<file path="config.mk">
export PLATFORM = sky130hd
export DESIGN_NAME = layer_pass_sequencer_flat
export DESIGN_NICKNAME = d
export VERILOG_FILES = /design/src/rtl/layer_pass_sequencer_if.sv /design/src/rtl/layer_pass_sequencer.sv /design/src/flat_wrapper.sv
export SDC_FILE = /design/constraint.sdc
export NUM_CORES = 1
export LEC_CHECK = 0
export CORE_ASPECT_RATIO = 0.5
export CORE_UTILIZATION = 43
export CTS_CLUSTER_DIAMETER = 30
export DETAILED_ROUTE_END_ITERATION = 6
export GPL_ROUTABILITY_DRIVEN = 1
export PLACE_DENSITY = 0.68
export REMOVE_ABC_BUFFERS = 1
export SLEW_MARGIN = 20
export SYNTH_ARGS = -nofsm -noshare
export SYNTH_HDL_FRONTEND = slang
export SYNTH_SLANG_ARGS = --single-unit
</file>
<file path="constraint.sdc">
create_clock -name clk -period 8.15 [get_ports clk]
set_input_delay 1.63 -clock clk [delete_from_list [all_inputs] [get_ports clk]]
set_output_delay 1.63 -clock clk [all_outputs]
set_load 0.05 [all_outputs]
</file>
<file path="src/rtl/layer_pass_sequencer_if.sv">
// Engine-facing port bundle of the layer pass sequencer: pixel feed plus engine control/status.
// Handshake: a pixel beat happens on a rising edge where feed_valid=1 and feed_ready=1. While
// feed_valid=1 the offered coordinates stay stable until that beat. feed_ready may toggle freely.
interface layer_pass_sequencer_if;
    logic       feed_valid;
    logic       feed_ready;
    logic [7:0] feed_col;
    logic [7:0] feed_row;
    logic [9:0] feed_pass;
    logic       engine_rst;
    logic       engine_valid_out;

    modport master (
        output feed_valid, feed_col, feed_row, feed_pass, engine_rst,
        input  feed_ready, engine_valid_out
    );

    modport slave (
        input  feed_valid, feed_col, feed_row, feed_pass, engine_rst,
        output feed_ready, engine_valid_out
    );
endinterface

</file>
<file path="src/rtl/layer_pass_sequencer.sv">
// Sequences one conv layer: for each input-channel pass it clears the engine, streams a WxW
// pixel raster, then waits for the expected number of engine outputs (with a drain watchdog).
module layer_pass_sequencer #(
    parameter int MAX_WIDTH = 224,
    parameter int TIMEOUT   = 1024
) (
    input  logic                   clk,
    input  logic                   rst,
    input  logic                   start,
    input  logic [7:0]             cfg_width,
    input  logic [9:0]             cfg_passes,
    input  logic                   cfg_pool,
    layer_pass_sequencer_if.master eng,
    output logic                   busy,
    output logic                   pass_done,
    output logic                   layer_done,
    output logic                   err_cfg,
    output logic                   err_timeout,
    output logic [15:0]            out_count,
    output logic [2:0]             dbg_state
);

    typedef enum logic [2:0] {
        S_IDLE   = 3'd0,
        S_CLEAR  = 3'd1,
        S_STREAM = 3'd2,
        S_DRAIN  = 3'd3,
        S_DONE   = 3'd4
    } state_t;

    localparam int IW = $clog2(TIMEOUT) + 1;
    // Timeout fires on the edge where the idle count would step to TIMEOUT-1.
    localparam logic [IW-1:0] TO_LIMIT = IW'(TIMEOUT - 2);

    state_t        state_q;
    logic [7:0]    w_q, col_q, row_q;
    logic [9:0]    p_q, pass_q;
    logic          pool_q;
    logic [15:0]   cnt_q;
    logic [IW-1:0] idle_q;
    logic          erst_q, err_cfg_q, err_to_q;

    logic          cfg_ok;
    logic [7:0]    last_idx;
    logic [15:0]   exp_cnt;
    logic [15:0]   w16, h16;

    assign cfg_ok = (cfg_width >= 8'd2) && ({24'd0, cfg_width} <= 32'(MAX_WIDTH))
                 && (cfg_passes != 10'd0) && !(cfg_pool && cfg_width[0]);
    assign last_idx = w_q - 8'd1;

    always_comb begin
        w16     = {8'd0, w_q};
        h16     = {9'd0, w_q[7:1]};
        exp_cnt = pool_q ? (h16 * h16) : (w16 * w16);
    end

    always_ff @(posedge clk) begin
        if (!rst) begin
            state_q   <= S_IDLE;
            w_q       <= 8'd0;
            p_q       <= 10'd0;
            pool_q    <= 1'b0;
            col_q     <= 8'd0;
            row_q     <= 8'd0;
            pass_q    <= 10'd0;
            cnt_q     <= 16'd0;
            idle_q    <= '0;
            erst_q    <= 1'b0;
            err_cfg_q <= 1'b0;
            err_to_q  <= 1'b0;
        end else begin
            err_cfg_q <= 1'b0;
            erst_q    <= 1'b1;
            // Outputs only count while a pass is streaming or draining, saturating at the expectation.
            if ((state_q == S_STREAM || state_q == S_DRAIN) && eng.engine_valid_out
                && (cnt_q != exp_cnt)) begin
                cnt_q <= cnt_q + 16'd1;
            end
            case (state_q)
                S_IDLE: begin
                    if (start) begin
                        if (cfg_ok) begin
                            w_q      <= cfg_width;
                            p_q      <= cfg_passes;
                            pool_q   <= cfg_pool;
                            err_to_q <= 1'b0;
                            pass_q   <= 10'd0;
                            cnt_q    <= 16'd0;
                            col_q    <= 8'd0;
                            row_q    <= 8'd0;
                            erst_q   <= 1'b0;
                            state_q  <= S_CLEAR;
                        end else begin
                            err_cfg_q <= 1'b1;
                        end
                    end
                end
                S_CLEAR: begin
                    cnt_q   <= 16'd0;
                    col_q   <= 8'd0;
                    row_q   <= 8'd0;
                    state_q <= S_STREAM;
                end
                S_STREAM: begin
                    if (eng.feed_ready) begin
                        if (col_q == last_idx) begin
                            col_q <= 8'd0;
                            if (row_q == last_idx) begin
                                row_q   <= 8'd0;
                                idle_q  <= '0;
                                state_q <= S_DRAIN;
                            end else begin
                                row_q <= row_q + 8'd1;
                            end
                        end else begin
                            col_q <= col_q + 8'd1;
                        end
                    end
                end
                S_DRAIN: begin
                    if (cnt_q == exp_cnt) begin
                        if (pass_q < p_q - 10'd1) begin
                            pass_q  <= pass_q + 10'd1;
                            cnt_q   <= 16'd0;
                            erst_q  <= 1'b0;
                            state_q <= S_CLEAR;
                        end else begin
                            state_q <= S_DONE;
                        end
                    end else if (eng.engine_valid_out) begin
                        idle_q <= '0;
                    end else if (idle_q == TO_LIMIT) begin
                        err_to_q <= 1'b1;
                        pass_q   <= 10'd0;
                        state_q  <= S_IDLE;
                    end else begin
                        idle_q <= idle_q + 1'b1;
                    end
                end
                S_DONE: begin
                    pass_q  <= 10'd0;
                    state_q <= S_IDLE;
                end
                default: state_q <= S_IDLE;
            endcase
        end
    end

    assign eng.feed_valid = (state_q == S_STREAM);
    assign eng.feed_col   = col_q;
    assign eng.feed_row   = row_q;
    assign eng.feed_pass  = pass_q;
    assign eng.engine_rst = erst_q;

    assign busy        = (state_q != S_IDLE);
    assign pass_done   = (state_q == S_DRAIN) && (cnt_q == exp_cnt);
    assign layer_done  = (state_q == S_DONE);
    assign err_cfg     = err_cfg_q;
    assign err_timeout = err_to_q;
    assign out_count   = cnt_q;
    assign dbg_state   = state_q;

endmodule

</file>
<file path="src/flat_wrapper.sv">
// flat-port wrapper written by rule: the top's interface ports become plain ports
module layer_pass_sequencer_flat 
#(
    parameter int MAX_WIDTH = 224,
    parameter int TIMEOUT   = 1024
)
  (clk, rst, start, cfg_width, cfg_passes, cfg_pool, busy, pass_done, layer_done, err_cfg, err_timeout, out_count, dbg_state, eng_feed_valid, eng_feed_col, eng_feed_row, eng_feed_pass, eng_engine_rst, eng_feed_ready, eng_engine_valid_out);
  layer_pass_sequencer_if eng_i ();
  input  logic clk;
  input  logic rst;
  input  logic start;
  input  logic [7:0] cfg_width;
  input  logic [9:0] cfg_passes;
  input  logic cfg_pool;
  output logic busy;
  output logic pass_done;
  output logic layer_done;
  output logic err_cfg;
  output logic err_timeout;
  output logic [15:0] out_count;
  output logic [2:0] dbg_state;
  output wire logic [$bits(eng_i.feed_valid)-1:0] eng_feed_valid;
  output wire logic [$bits(eng_i.feed_col)-1:0] eng_feed_col;
  output wire logic [$bits(eng_i.feed_row)-1:0] eng_feed_row;
  output wire logic [$bits(eng_i.feed_pass)-1:0] eng_feed_pass;
  output wire logic [$bits(eng_i.engine_rst)-1:0] eng_engine_rst;
  input wire logic [$bits(eng_i.feed_ready)-1:0] eng_feed_ready;
  input wire logic [$bits(eng_i.engine_valid_out)-1:0] eng_engine_valid_out;
  assign eng_feed_valid = eng_i.feed_valid;
  assign eng_feed_col = eng_i.feed_col;
  assign eng_feed_row = eng_i.feed_row;
  assign eng_feed_pass = eng_i.feed_pass;
  assign eng_engine_rst = eng_i.engine_rst;
  assign eng_i.feed_ready = eng_feed_ready;
  assign eng_i.engine_valid_out = eng_engine_valid_out;
  layer_pass_sequencer #(.MAX_WIDTH(MAX_WIDTH), .TIMEOUT(TIMEOUT)) u_core (.clk(clk), .rst(rst), .start(start), .cfg_width(cfg_width), .cfg_passes(cfg_passes), .cfg_pool(cfg_pool), .eng(eng_i), .busy(busy), .pass_done(pass_done), .layer_done(layer_done), .err_cfg(err_cfg), .err_timeout(err_timeout), .out_count(out_count), .dbg_state(dbg_state));
endmodule
</file>
==> flow_summary.ini <==
[floorplan]
die_y_um = 96.5
core_area_um2 = 17400
rows = 34
initial_core_util = 0.441
floorplan.io_pins = 76
die_area_um2 = 18400
die-width_um = 191

[drt]
routed-wl-met3_um = 855
count_of_tritonroute_iterations_in_the_first_routing_pass = 7
metal1_wirelength_um = 9490
post-route-drc-count = 1
route.antenna.remaining_nets = 0
via_per_inst = 5.67
drt-initial-drc-count = 568
wl_met2_um = 9410
top_layer_used = met4
vias = 7021
finalWirelength_um = 20100
wire_per_inst_um = 16.2

[run]
maxCapViolations = 0

[yosys]
synth_cell_types = 83
yosys_most_used_dff = dfxtp_1
ys_warn_count = 0
seq_area_frac_synth = 0.203
post_synth_mux_area_share = 0.0340
flip_flop_and_latch_count_after_synthesis = 78
synth_top_area_cell = dfxtp_1
yosys.area_share.simple = 0.252
synth-compound-area-share = 0.176
yosys-top-cells-count = inv_1, nor2_1, dfxtp_1, nand2_1, ha_1
synth_top_family_by_area = simple AND/OR/NAND/NOR gates
yosys.area_share.xor_xnor = 0.0853
postSynth.asyncResetShare = 0
synth_top_cell_area_share = 0.203
average_cell_area_after_synthesis_um2 = 8.11
count_of_mapped_cells_out_of_synthesis = 947
synthAdderAreaFrac = 0.177
synthesis.area_um2 = 7680
netlist_top_cells_area = dfxtp_1, ha_1, fa_1, xnor2_1, inv_1
synth_edf_count = 0
yosysMostFrequentCell = inv_1

[critical_path]
crit_path_max_incr_delay_ps = 550
crit_path_max_fanout = 13
rrSetupSlack_ps = 1610
reg2reg_from = u_core.w_q[7]$_SDFFE_PN0P_
critPathLaunchType = flop
critPathTopFamily = adder cells
cpMaxStageDelayCell = dfxtp_1
worst_r2r_endpoint = u_core.out_count[0]$_SDFF_PN0_
critical_path.cell_chain = nand2_1, xnor2_1, ha_1, xor2_1, xnor2_1, fa_1, fa_1, inv_1, ha_1, a21oi_1, nand2_1, o21a_1, or3_1, a211oi_1, o2111ai_1, nor4_1, buf_4, nand3_1, inv_1, dlymetal6s2s_1
path_buf_inv = 4
crit_required_ps = 6520
critPathArrivalTime_ps = 6040
crit_type = reg -> out
crit_path_end_kind = primary output
ff_to_ff_path_depth = 18

[min_path]
whs_path_depth = 2
timing.hold.worst.start = u_core.err_timeout$_SDFFE_PN0P_
holdCritPathClass = reg -> reg
worstHoldEndpoint = u_core.err_timeout$_SDFFE_PN0P_

[placement]
gpl.final_weighted_congestion = 0.944
port_buffers = 75
hpwlAfterDp_um = 15700

[cts]
clock_transition_at_the_registers_of_the_reported_paths_ps = 60
number_of_buffers_on_the_longest_clock_path = 2
cts.hold.buffers_added = 0
tritoncts_num_sinks = 78
cts_post_setup_buffers_inserted = 0
clock_tree_from_tritoncts = built
h-tree-depth = 3
clock_latency_ps = 340
cts_made_buffers = 9
cts_root_buf = clkbuf_16

[timing]
setup_repair_after_global_routing_missed_its_margin = false
timing.final.max_slew_violations = 0
layout_worst_path_cycle_share = 0.941
post-route-min-period_ps = 7670
setup_violations = 0
max-slew-margin-rel = 0.268
totalNegativeSetupSlack_ps = 0
worst_clock_skew_ps = 8.40
hold_viol_final = 0
max_freq_mhz = 130
worst_slew_pin_slew_ps = 1090

[power_and_ir_drop]
seq_power_share = 0.282
p_int_uw = 952
vdd_drop_max_uv = 126
total_leakage_power_nw = 3.84
p_per_area_nw_per_um2 = 176
power.share.clock = 0.282
p_comb_frac = 0.436
switching_share = 0.395
power.net_switching_uw = 621

[finish]
area_growth_syn_to_layout_pct = 16.1
diodes = 0
finish.utilization = 0.512
ff_latch_area_um2 = 1560
multiInputGateArea_um2 = 5570
finish.net_count = 1115
fillers = 1690
layout-drive-gt1-share = 0.0627

[global_routing]
grt_max_degree = 38
number_of_antenna_violations_at_the_first_check_in_global_routing = 0
first_global_vias = 6802
grt_pass1_wl_um = 33100
globalRouteOverflowTotal = 0
track_usage = 0.226

[run_status]
run_status = finished with violations
failed_checks = design-rule violations
==> worst reg2reg max path, delay by kind of cell (launching register included) <==
kind / cells / cell delay (ps)
adders and majority gates: 5 / 2490
and+or+nand+nor: 5 / 2090
AOI/OAI and AO/OA: 6 / 1270
DFF: 1 / 400
buffers and inverters: 2 / 130
==> layout by cell type, fill, tap and decap left out, drive strengths merged, types with 13 or more instances in the layout <==
| cell type | count |
|---|---|
| o21ai | 32 |
| nand2 | 71 |
| ha | 59 |
| dfxtp | 78 |
| and3 | 17 |
| nand3 | 39 |
| fa | 31 |
| xor2 | 26 |
| nor2 | 82 |
| a21oi | 30 |
| nand4 | 13 |
| or3 | 18 |
| clkdlybuf4s50 | 74 |
| inv | 95 |
| mux2i | 25 |
| xnor2 | 48 |
| nor4 | 16 |
| nor3 | 22 |
| or4 | 18 |
| a211oi | 18 |
| and2 | 18 |
==> power groups by stage <==
stage / Clock [mW] / Sequential, mW / Combinational, mW
after floorplan: 0 / 0.494 / 0.451
after global placement: 0 / 0.451 / 0.672
after detailed placement: 0 / 0.452 / 0.680
after CTS: 0.449 / 0.444 / 0.683
after global routing: 0.463 / 0.448 / 0.752
final: 0.443 / 0.444 / 0.686
==> area by class of cell <==
| cell class | count | area share |
|---|---|---|
| sequential | 78 | 0.175 |
| timing repair buffer | 84 | 0.0920 |
| tap | 234 | 0.0328 |
| inverter | 95 | 0.0400 |
| multi-input combinational | 733 | 0.624 |
| clock inverter | 3 | 0.00757 |
| clock buffer | 12 | 0.0287 |
==> timing repair <==
action / in CTS / in global routing
setup endpoints to repair: 0 / 1
hold endpoints to repair: 0 / 0
gates resized for setup: 0 / 1
==> how the worst max path moves through the flow <==
stage                                from        end  slack (ps)  cells after the start
6_report       u_core.w_q[6]$_SDFFE_PN0P_  pass_done         480                     20
5_1_grt        u_core.w_q[7]$_SDFFE_PN0P_  pass_done           4                     19
4_1_cts        u_core.w_q[7]$_SDFFE_PN0P_  pass_done          90                     19
3_5_place_dp   u_core.w_q[7]$_SDFFE_PN0P_  pass_done         480                     19
3_3_place_gp   u_core.w_q[7]$_SDFFE_PN0P_  pass_done         630                     19
2_1_floorplan  u_core.w_q[1]$_SDFFE_PN0P_  pass_done        1420                     17
==> routing by layer <==
layer  global-route usage  vias to the layer above
li1                     -                     3436
met1                0.292                     3379
met2                0.395                      179
met3               0.0325                       27
met4               0.0635                        0
met5                    0                        -
==> cell families after synthesis <==
kind of cell / count (synthesis)
other: 2
adder cells (fa/ha/maj): 90
flip-flops: 78
AND/OR/NAND/NOR: 362
buffers and inverters: 136
XOR/XNOR: 74
multiplexers: 26
AO/OA/AOI/OAI: 179
==> per-stage QoR <==
stage	instance area, µm²	total power [mW]	worst slack, ps	instances	hold slack [ps]
after detailed placement	8600	1.13	479	1224	489
after global routing	8920	1.66	3.91	1239	550
after floorplan	7490	0.945	1420	906	485
after global placement	8600	1.12	627	1224	470
after CTS	8920	1.58	93.9	1239	503
final	8920	1.57	481	1239	487
==> registers in the layout (all words and copies together) (netlist names) <==
register	count
u_core.dbg_state	3
u_core.eng.engine_rst	1
u_core.eng.feed_col	8
u_core.eng.feed_pass	10
u_core.eng.feed_row	8
u_core.err_cfg	1
u_core.err_timeout	1
u_core.idle_q	11
u_core.out_count	16
u_core.p_q	10
u_core.pool_q	1
u_core.w_q	8
(Power assumes the default switching activity.)
